### config.mk
export PLATFORM = sky130hd
export DESIGN_NAME = booth_mult_seq
export DESIGN_NICKNAME = d
export VERILOG_FILES = /design/src/rtl/booth_mult_seq.sv
export SDC_FILE = /design/constraint.sdc
export NUM_CORES = 1
export LEC_CHECK = 0
export CAP_MARGIN = 20
export CELL_PAD_IN_SITES_DETAIL_PLACEMENT = 0
export CELL_PAD_IN_SITES_GLOBAL_PLACEMENT = 2
export CORE_ASPECT_RATIO = 1.1
export CORE_MARGIN = 2
export CORE_UTILIZATION = 33
export CTS_CLUSTER_DIAMETER = 100
export CTS_CLUSTER_SIZE = 40
export DETAILED_ROUTE_END_ITERATION = 8
export GPL_TIMING_DRIVEN = 0
export HOLD_SLACK_MARGIN = 0.1
export PLACE_DENSITY_LB_ADDON = 0.15
export SLEW_MARGIN = 30
export SYNTH_ARGS = -nofsm -noshare
export SYNTH_HDL_FRONTEND = slang
export SYNTH_SLANG_ARGS = --single-unit
### constraint.sdc
create_clock -name clk -period 3.05 [get_ports clk]
set_input_delay 0.61 -clock clk [delete_from_list [all_inputs] [get_ports clk]]
set_output_delay 0.61 -clock clk [all_outputs]
set_load 0.02 [all_outputs]
### src/rtl/booth_mult_seq.sv
// Sequential radix-2 Booth multiplier, signed or unsigned operands.
// Optional ovf output enabled by defining BOOTH_NARROW_OVF_EN.
module booth_mult_seq #(
  parameter int WIDTH = 8
) (
  input  logic               clk,
  input  logic               rst_n,
  input  logic               start,
  input  logic               signed_mode,
  input  logic [WIDTH-1:0]   a,
  input  logic [WIDTH-1:0]   b,
  output logic               busy,
  output logic               done,
  output logic [2*WIDTH-1:0] product
`ifdef BOOTH_NARROW_OVF_EN
  ,
  output logic               ovf
`endif
);

  localparam int AW = WIDTH + 2;
  localparam int QW = WIDTH + 1;
  localparam int CW = $clog2(WIDTH + 2);

  typedef enum logic [1:0] {
    IDLE,
    RUN,
    DONE
  } state_t;

  state_t          state;
  logic [AW-1:0]   acc;
  logic [AW-1:0]   mcand;
  logic [QW-1:0]   mq;
  logic            q_1;
  logic            smode;
  logic [CW-1:0]   cnt;

  logic [AW-1:0]        sum;
  logic [AW-1:0]        nxt_acc;
  logic [QW-1:0]        nxt_q;
  logic [2*WIDTH-1:0]   nxt_prod;

  always_comb begin
    sum = acc;
    unique case ({mq[0], q_1})
      2'b10:   sum = acc - mcand;
      2'b01:   sum = acc + mcand;
      default: sum = acc;
    endcase
    nxt_acc = {sum[AW-1], sum[AW-1:1]};
    nxt_q   = {sum[0], mq[QW-1:1]};
    // Signed runs one step fewer, so the product sits one bit higher.
    if (smode)
      nxt_prod = {nxt_acc[WIDTH-1:0], nxt_q[QW-1:1]};
    else
      nxt_prod = {nxt_acc[WIDTH-2:0], nxt_q};
  end

`ifdef BOOTH_NARROW_OVF_EN
  logic nxt_ovf;
  logic [WIDTH:0] hi_s;
  logic [WIDTH-1:0] hi_u;

  assign hi_s = nxt_prod[2*WIDTH-1:WIDTH-1];
  assign hi_u = nxt_prod[2*WIDTH-1:WIDTH];
  assign nxt_ovf = smode ? ~((&hi_s) | ~(|hi_s))
                         : |hi_u;
`endif

  always_ff @(posedge clk) begin
    if (!rst_n) begin
      state   <= IDLE;
      busy    <= 1'b0;
      done    <= 1'b0;
      product <= '0;
      acc     <= '0;
      mcand   <= '0;
      mq      <= '0;
      q_1     <= 1'b0;
      smode   <= 1'b0;
      cnt     <= '0;
`ifdef BOOTH_NARROW_OVF_EN
      ovf     <= 1'b0;
`endif
    end else begin
      unique case (state)
        IDLE: begin
          done <= 1'b0;
          if (start) begin
            acc   <= '0;
            q_1   <= 1'b0;
            smode <= signed_mode;
            if (signed_mode) begin
              mq    <= {a[WIDTH-1], a};
              mcand <= {{2{b[WIDTH-1]}}, b};
              cnt   <= CW'(WIDTH);
            end else begin
              mq    <= {1'b0, a};
              mcand <= {2'b00, b};
              cnt   <= CW'(WIDTH + 1);
            end
            busy  <= 1'b1;
            state <= RUN;
          end
        end
        RUN: begin
          acc <= nxt_acc;
          mq  <= nxt_q;
          q_1 <= mq[0];
          cnt <= cnt - CW'(1);
          if (cnt == CW'(1)) begin
            busy    <= 1'b0;
            done    <= 1'b1;
            product <= nxt_prod;
`ifdef BOOTH_NARROW_OVF_EN
            ovf     <= nxt_ovf;
`endif
            state   <= DONE;
          end
        end
        DONE: begin
          done  <= 1'b0;
          state <= IDLE;
        end
        default: state <= IDLE;
      endcase
    end
  end

endmodule

# [Word level (Yosys, flattened, before mapping)]
# Index checks and enable logic that the tools add are counted.
[op_classes] reduce_logical=10 n_mux=21 addsub=3 eq_ne=7
[ops] operator="$pmux 10 s2" n=2
[ops] operator="$mux 10" n=2
[ops] operator="$mux 9" n=2
[ops] operator="$pmux 9 s2" n=1
[ops] operator="$mux 16" n=1
[ops] operator="$add 10x10->10" n=1
[ops] operator="$reduce_and 2->1" n=5
[ops] operator="$sub 10x10->10" n=1
[ops] operator="$pmux 4 s2" n=1
[ops] operator="$pmux 1 s2" n=3
[ops] operator="$mux 1" n=5
[ops] operator="$eq 2x1->1 const B" n=2
[ops] operator="$eq 2x2->1 const B" n=2
[ops] operator="$eq 4x1->1 const B" n=1
[ops] operator="$mux 2" n=2
[ops] operator="$mux 4" n=1
[ops] operator="$ne 2x2->1 const B" n=2
[ops] operator="$pmux 2 s2" n=1
[ops] operator="$reduce_bool 2->1" n=2
[ops] operator="$sub 4x1->4 const B" n=1
[ops] operator="$reduce_and 3->1" n=1
[ops] operator="$logic_not 2->1" n=1
[ops] operator="$reduce_or 2->1" n=1
[word_totals] inputBits=20 regBits=55

# [Depth between registers and ports, before layout]
# Gate-level depths: netlist of the first run.
[logic_depth] depth_word=4 mapped_depth=13 mapped_depth_nobuf=13

# [Worst setup path before layout of the first run]
# OpenSTA, ideal clock, no wires.
[synth_path] kind="register to register" startpoint="register mq[0]" endpoint="register product[15]" arrival_time_ps=2576 path_stages_with_launch=12 synth_period_minus_slack_ps=2694 path_buffers=1 setup_time_ps=117 required_ps=2933 setup_slack_ps=356 path_cell_list="dfxtp_1 -> inv_1 -> ha_1 -> clkbuf_1 -> mux2_2 -> ha_1 -> a211oi_2 -> o21ai_2 -> o21ai_2 -> xnor2_1 -> mux4_2 -> a32o_1"
[synth_between] elab_chain_len=3
[synth_rtl] element="start: declaration" line="34" text="logic [QW-1:0] mq;"
[synth_rtl] element="start signal: assignment" line="95" text="mq <= {a[WIDTH-1], a};"
[synth_rtl] element="start signal: assignment" line="99" text="mq <= {1'b0, a};"
[synth_rtl] element="start signal: assignment" line="109" text="mq <= nxt_q;"
[synth_rtl] element="$eq 2x1->1 or $eq 2x2->1 (tied branches)" line="46" text="unique case ({mq[0], q_1})"
[synth_rtl] element="$pmux 10 s2 (*)" line="46"
[synth_rtl] element="$mux 16 (*)" line="54" text="if (smode)"
[synth_rtl] element="end signal: assignment" line="115" text="product <= nxt_prod;"
[synth_rtl] element="end: declaration" line="14" text="output logic [2*WIDTH-1:0] product"
# Every way passes the cells marked *; elsewhere a longest branch is shown, timed or not.
# A chain may end at the register's enable or synchronous reset.

# [Final worst setup path of the first run]
# Ends and elaborated chain as after synthesis.

==> summary.md, run 1 <==
| Metric | Value |
|---|---|
| Die area | `9720 µm²` |
| Number of storage elements in the synthesis netlist | `53` |
| Critical path launch point | `mq[0]$_SDFFE_PN0P_` |
| CTS Buf Count | `5` |
| Weighted congestion at the end of routability-driven global placement | `0.789` |
| Number of levels in the clock H-tree | `2` |
| Endpoint class of the critical path | `register` |
| Layout area overhead | `20.3%` |
| Overall die height | `103 µm` |
| Drt first pass iters | `4` |
| Count of synthesis-stage warnings from yosys | `0` |
| Max Buffers Root-to-Sink | `2` |
| Total number of vias | `2553` |
| DPL Wire Length | `6.05 mm` |
| Number of top-level design ports | `38` |
| Launch point of the worst hold path | `q_1$_SDFFE_PN0P_` |
| Top post-synthesis cells by count | `nand2_1, dfxtp_1, a21boi_0` |
| Global-route usage over all layers | `17.1%` |
| Total power per unit cell area | `454 nW/µm²` |
| Starting Density | `33.6%` |
| Dominant cell type by area after synthesis | `dfxtp_1` |
| Hold bufs inserted after CTS | `0` |
| Final Routed Wirelength | `8.01 mm` |
| Finished Core Util | `40.5%` |
| Number of rows in the core area | `36` |
| Endpoint of the worst-slack reg-to-reg timing path | `product[15]$_SDFFE_PN0P_` |
| DRC violations left | `0` |
| Number of unique standard cell types used by synthesis | `50` |
| Violation count after the first detailed-routing iteration | `68` |
| Clock period minus final worst setup slack | `2.81 ns` |
| Vias per cell | `5.02` |
| Max_slew headroom | `52.3%` |
| Area fraction in and, or, nand and nor cells after synthesis | `18.3%` |
| Transition at the pin with the smallest max-transition slack | `0.713 ns` |
| Power after layout | `1.61 mW` |
| Number of nets with antenna violations after detailed routing | `0` |
| Count of mapped cells out of synthesis | `352` |
| Clk_skew | `0.00692 ns` |
| Share of post-route cells with drive strength above 1 | `5.06%` |
| Fill cells | `922` |
| Pin count of the biggest net entering global routing | `16` |
| Top post-synthesis cells by area | `dfxtp_1, nand2_1, ha_1` |
| # nets final | `428` |
| Post-Synth Adder-Cell Area | `6.19%` |
| Width of the chip | `94.2 µm` |
| Worst vdd rail ir drop | `0.000183 V` |
| Nature of the critical path startpoint | `register` |
| Number of clock sinks | `53` |
| Setup Fix Bufs, Post-CTS | `0` |
| Proportion of synthesized chip area in sequential cells | `35.9%` |
| Proportion of register bits with asynchronous set or reset after synthesis | `0%` |
| Highest net fanout along the worst path | `10` |
| Placed cell areas | `3460 µm²` |
| Post-Synthesis Net Count | `386` |
| Area used by multi-input combinational logic | `1760 µm²` |
| Most common cell in the netlist | `nand2_1` |
| Number of enable flip-flop cells after synthesis | `0` |
| R2r setup slk | `0.24 ns` |
| Kind of critical path | `reg2reg` |
| Data arrival time of the critical path | `3.01 ns` |
| Post-Syn Area per Cell | `8.39 µm²` |
| Worst hold path depth | `2` |
| Class of the tightest hold or removal check | `reg2reg` |
| Portion of the clock cycle consumed by the worst path in the final layout | `92.1%` |
| Largest family of logic cells by synthesized area | `compound AO/OA/AOI/OAI gates` |
| Mux share of post-synthesis cell area | `5.97%` |
| TritonCTS clock tree | `done` |
| Compound-cell area share of the yosys netlist | `25.1%` |
| Cell area after layout | `3550 µm²` |
| Sequential cell area | `1060 µm²` |
| Cell leakage power | `1.36 nW` |
| Cell area after synthesis | `2950 µm²` |
| Vias in the first global route | `2504` |
| Number of buffers inserted by port buffering | `36` |
| Outcome | `completed` |
| Final slew viol count | `0` |
| Total of max-cap violations | `0` |
| R2r startpoint | `mq[0]$_SDFFE_PN0P_` |
| Endpoint of the worst hold path | `q_1$_SDFFE_PN0P_` |
| R2r worst-path depth | `10` |
| Clock slew at the register clock pins of the worst setup and hold paths | `0.10 ns` |
| Summed negative setup slack over all endpoints | `0 ns` |
| Root buffer cell | `clkbuf_8` |
| Initial antenna violation count | `0` |
| Unrepaired setup endpoints after global routing | `false` |
| Hold Fails Final Rpt | `0` |
| Routed wire per std cell | `15.7 µm` |
| Dominant synthesized flop cell | `dfxtp_1` |
| Setup violation total in the final timing report | `0` |
| Proportion of netlist area held by the largest area contributor | `35.9%` |
| Overflow left after global routing | `0` |
| Worst skew pair latency | `0.30 ns` |
| N_diodes | `0` |
| First-pass GRT wire length | `12.9 mm` |
| XOR/XNOR Fraction of Synth Area | `3.56%` |
| Worst Path Required | `3.26 ns` |
| Placeable Area | `8780 µm²` |
| FMAX | `356 MHz` |
==> final cells by class <==
class / instances / area share, %
inverter: 16 / 1.69
clock inverter: 1 / 0.211
clock buffer: 7 / 2.15
multi-input combinational: 261 / 49.6
tap: 114 / 4.01
sequential: 53 / 29.9
timing repair buffer: 36 / 10.1
buffer: 21 / 2.29
==> state kept, by name, indices dropped and copies added, names as in the netlist <==
signal / cells
product: 16
acc: 9
mcand: 9
mq: 9
cnt: 4
state: 2
busy: 1
done: 1
q_1: 1
smode: 1
==> cells in the final DEF, fill, tap and decap left out, types with 3 or more instances in the layout <==
master           instances
nand2_1                 58
dfxtp_1                 52
clkdlybuf4s50_1         36
clkbuf_1                20
a21boi_0                20
a21oi_1                 18
nor2_1                  17
inv_1                   16
o21ai_0                 14
mux2i_1                 12
ha_1                    11
xor2_1                   8
and2_1                   8
a22oi_1                  8
o211a_1                  8
nor3b_1                  7
nor2b_1                  6
nor3_1                   5
nand3_1                  5
a22o_1                   5
clkbuf_8                 5
xnor2_1                  4
mux2_2                   3
o211ai_1                 3
o21a_1                   3
o31ai_1                  3
and3_1                   3
==> repair_timing <==
item	4_1_cts	5_1_grt
gates cloned	0	0
setup endpoints to repair	3	8
gates resized for setup	4	2
==> worst max-delay path, stage by stage (launching register included) <==
cell and delay [ns]:
dfxtp_1 0.33, inv_1 0.08, ha_2 0.29, mux2_2 0.39, ha_1 0.32, a211oi_2 0.26
o21ai_2 0.13, o21ai_2 0.13, xnor2_1 0.09, mux4_2 0.48, a32o_1 0.21
==> routing by layer <==
| metal | GRT usage (%) | up-vias | share of wire, % |
|---|---|---|---|
| li1 | - | 1329 | - |
| met1 | 22.3 | 1186 | 48 |
| met2 | 30.8 | 34 | 50 |
| met3 | 2.25 | 4 | 2.0 |
| met4 | 3.01 | 0 | 0.47 |
| met5 | 0 | - | 0 |
==> power by group <==
part           switching, mW  internal, mW
registers             0.0364         0.730
clock network          0.236         0.163
logic                  0.256         0.190
==> how the worst max path moves through the flow <==
| stage | end | slack (ns) | cells past startpoint |
|---|---|---|---|
| floorplan | product[15]$_SDFFE_PN0P_ | 0.36 | 11 |
| global placement | product[15]$_SDFFE_PN0P_ | -0.06 | 12 |
| detailed placement | product[15]$_SDFFE_PN0P_ | -0.07 | 12 |
| CTS | product[15]$_SDFFE_PN0P_ | 0.006 | 11 |
| global route | product[13]$_SDFFE_PN0P_ | 0.05 | 11 |
| finish | product[15]$_SDFFE_PN0P_ | 0.24 | 10 |
==> kinds of logic after synthesis <==
family	after synthesis
AO/OA/AOI/OAI	103
AND/OR/NAND/NOR	116
buffers and inverters	38
XOR/XNOR	12
flip-flops	53
multiplexers	16
adder cells (fa/ha/maj)	14
==> metrics by stage <==
stage / setup slack [ns] / hold slack [ns] / cells
5_1_grt: 0.0499 / 0.507 / 509
3_3_place_gp: -0.0610 / 0.438 / 502
4_1_cts: 0.00642 / 0.477 / 510
3_5_place_dp: -0.0695 / 0.453 / 502
2_1_floorplan: 0.356 / 0.429 / 352
6_report: 0.241 / 0.477 / 509
No activity file was read; power rests on OpenSTA's default activity.
==> inputs of run 2 (changes only) <==
--- a/config.mk
+++ b/config.mk
@@ -5,6 +5,7 @@
 export SDC_FILE = /design/constraint.sdc
 export NUM_CORES = 1
 export LEC_CHECK = 0
+export ABC_CLOCK_PERIOD_IN_PS = 3050
 export CAP_MARGIN = 20
 export CELL_PAD_IN_SITES_DETAIL_PLACEMENT = 0
 export CELL_PAD_IN_SITES_GLOBAL_PLACEMENT = 2
==> results of run 2 <==
Same layout as run 1: the final DEF is identical, and so are final timing and power.
==> inputs of run 3 (changes only) <==
--- a/config.mk
+++ b/config.mk
@@ -10,7 +10,7 @@
 export CELL_PAD_IN_SITES_DETAIL_PLACEMENT = 0
 export CELL_PAD_IN_SITES_GLOBAL_PLACEMENT = 2
 export CORE_ASPECT_RATIO = 1.1
-export CORE_MARGIN = 2
+export CORE_MARGIN = 5
 export CORE_UTILIZATION = 33
 export CTS_CLUSTER_DIAMETER = 100
 export CTS_CLUSTER_SIZE = 40
==> summary.md, run 3 (synthesis gave the netlist of run 1 again) <==
| Metric | Value |
|---|---|
| Most frequent standard cell in the layout excluding fill and tap cells | `nand2_1` |
| Power after layout | `1.71 mW (+6.3%)` |
| Outcome | `completed` |
| GRT Max-Usage Layer | `met2` |
| Summed negative setup slack over all endpoints | `0 ns (unchanged)` |
| Routed wire per std cell | `15.8 µm (+0.42%)` |
| Placed cell areas | `3460 µm² (unchanged)` |
| Cell-by-cell trace of the critical path | `inv_1 -> ha_2 -> mux2_2 -> ha_1 -> a211oi_2 -> o21ai_2 -> o21ai_2 -> xnor2_1 -> mux4_2 -> a32o_1` |
| Setup Fix Bufs, Post-CTS | `0 (unchanged)` |
| Number of top-level design ports | `38 (unchanged)` |
| Post-route insts no fill | `509 (unchanged)` |
| Number of levels in the clock H-tree | `2 (unchanged)` |
| Vias in the first global route | `2521 (+0.68%)` |
| Initial antenna violation count | `0 (unchanged)` |
| Portion of the clock cycle consumed by the worst path in the final layout | `92.5% (+0.39 points)` |
| Pin count of the biggest net entering global routing | `16 (unchanged)` |
| Placed insts | `502 (unchanged)` |
| Die area | `10900 µm² (+13%)` |
| Final Hold Slack | `0.471 ns (-0.00628 ns)` |
| Clock slew at the register clock pins of the worst setup and hold paths | `0.09 ns (about the same)` |
| Unrepaired setup endpoints after global routing | `false` |
| Final Worst Setup Slack | `0.230 ns (-0.0118 ns)` |
| Hold bufs inserted after CTS | `0 (unchanged)` |
| Cell family with the largest share of critical-path delay | `multiplexers` |
| Width of the chip | `100 µm (+6.4%)` |
| Placeable Area | `8780 µm² (unchanged)` |
| Max reg flops | `16 (unchanged)` |
| Hold Fails Final Rpt | `0 (unchanged)` |
| Transition at the pin with the smallest max-transition slack | `0.711 ns (-0.00177 ns)` |
| Launch point of the worst hold path | `q_1$_SDFFE_PN0P_` |
| Total power per unit cell area | `478 nW/µm² (+5.3%)` |
| Overflow left after global routing | `0 (unchanged)` |
| Number of clock sinks | `53 (unchanged)` |
| Max Buffers Root-to-Sink | `2 (unchanged)` |
| Total number of vias | `2550 (-0.12%)` |
| Slowest-stage cell, CP | `mux4_2` |
| Setup violation total in the final timing report | `0 (unchanged)` |
| CTS Buf Count | `5 (unchanged)` |
| Worst skew pair latency | `0.31 ns (about the same)` |
| Final slew viol count | `0 (unchanged)` |
| DPL Wire Length | `6.11 mm (+1.0%)` |
| Met1 layer usage reported by global route | `19.4% (-3.0 points)` |
| Max_slew headroom | `52.4% (+0.12 points)` |
| First-pass GRT wire length | `13.2 mm (+2.2%)` |
| Worst slack after detailed placement | `-0.0403 ns (+0.0293 ns)` |
| Data arrival time of the critical path | `3.02 ns (about the same)` |
| Endpoint class of the critical path | `register` |
| Highest net fanout along the worst path | `10 (unchanged)` |
| Global-route usage over all layers | `15.4% (-1.7 points)` |
| Critical path launch point | `mq[0]$_SDFFE_PN0P_` |
| Drt first pass iters | `4 (unchanged)` |
| Share of post-route cells with drive strength above 1 | `5.32% (+0.25 points)` |
| Commonest cells after routing, fill and taps aside | `nand2_1, dfxtp_1, clkdlybuf4s50_1` |
| Violation count after the first detailed-routing iteration | `77 (+13%)` |
| GR met2 Demand/Resource | `27.4% (-3.4 points)` |
| Layout area overhead | `21.4%` |
| Total buffers and inverters traversed by the critical path | `1 (unchanged)` |
| Number of buffers inserted by port buffering | `36 (unchanged)` |
| Cell area after layout | `3590 µm² (+0.92%)` |
| Number of nets with antenna violations after detailed routing | `0 (unchanged)` |
| Crit path top cell by count | `o21ai_2` |
| # nets final | `428 (unchanged)` |
| Register ranked first by flip-flop count | `product` |
| Clock period minus final worst setup slack | `2.82 ns (+0.0118 ns)` |
| Final Routed Wirelength | `8.04 mm (+0.42%)` |
| Total of max-cap violations | `0 (unchanged)` |
| Overall die height | `109 µm (+5.8%)` |
| Worst Path Required | `3.25 ns (about the same)` |
| Kind of critical path | `reg2reg` |
| Finished Core Util | `40.8% (+0.37 points)` |
| DRC violations left | `0 (unchanged)` |
| Number of rows in the core area | `36 (unchanged)` |
| Class of the tightest hold or removal check | `reg2reg` |
| R2r startpoint | `mq[0]$_SDFFE_PN0P_` |
| N_diodes | `0 (unchanged)` |
| Weighted congestion at the end of routability-driven global placement | `0.784 (-0.56%)` |
| TritonCTS clock tree | `done` |
| Root buffer cell | `clkbuf_8` |
| Cell leakage power | `1.38 nW (+1.5%)` |
| Slowest stage delay, CP | `0.48 ns (about the same)` |
| Worst vdd rail ir drop | `0.000213 V (+16%)` |
| Starting Density | `33.6% (unchanged)` |
| FMAX | `355 MHz (-0.42%)` |
| Routing usage on met3 | `3.13% (+0.89 points)` |
| Nature of the critical path startpoint | `register` |
| Clk_skew | `0.00911 ns (+0.00218 ns)` |
| Vias per cell | `5.01 (-0.12%)` |
==> run 3: report_power, final <==
group / total (mW) / switching [mW] / internal [mW] / leakage, nW
sequential: 0.766 / 0.0365 / 0.730 / 0.432
combinational: 0.448 / 0.257 / 0.190 / 0.889
clock: 0.499 / 0.231 / 0.268 / 0.0585
total: 1.71 / 0.525 / 1.19 / 1.38
==> run 3: routing by layer <==
layer	wire length, µm	up-vias
li1	-	1334
met1	3750	1178
met2	3960	34
met3	278	4
met4	59	0
met5	0	-
==> run 3: cell type report <==
type                       count  area (µm²)
clock inverter                 1        30.0
tap                          114         143
buffer                        21        81.3
inverter                      16        60.1
timing repair buffer          36         360
sequential                    53        1060
clock buffer                   7        86.3
fill                         918        5200
multi-input combinational    261        1760
==> run 3: what timing repair did <==
action | 4_1_cts | 5_1_grt
pin swaps | 0 | 1
resized for setup | 2 | 4
hold endpoints to repair | 0 | 0
gates cloned | 0 | 0
endpoints found under the setup margin | 2 | 10
==> run 3: path summary, 6_finish.rpt <==
path         cells past startpoint                        to  slack, ns
min                              2          q_1$_SDFFE_PN0P_       0.47
min reg2reg                      2          q_1$_SDFFE_PN0P_       0.47
max reg2reg                     10  product[15]$_SDFFE_PN0P_       0.23
max                             10  product[15]$_SDFFE_PN0P_       0.23
==> run 3: worst register-to-register path: stages (launching register included) <==
cell and delay (ns):
dfxtp_1 0.33, inv_1 0.09, ha_2 0.29, mux2_2 0.39, ha_1 0.31, a211oi_2 0.25
o21ai_2 0.13, o21ai_2 0.14, xnor2_1 0.10, mux4_2 0.48, a32o_1 0.21
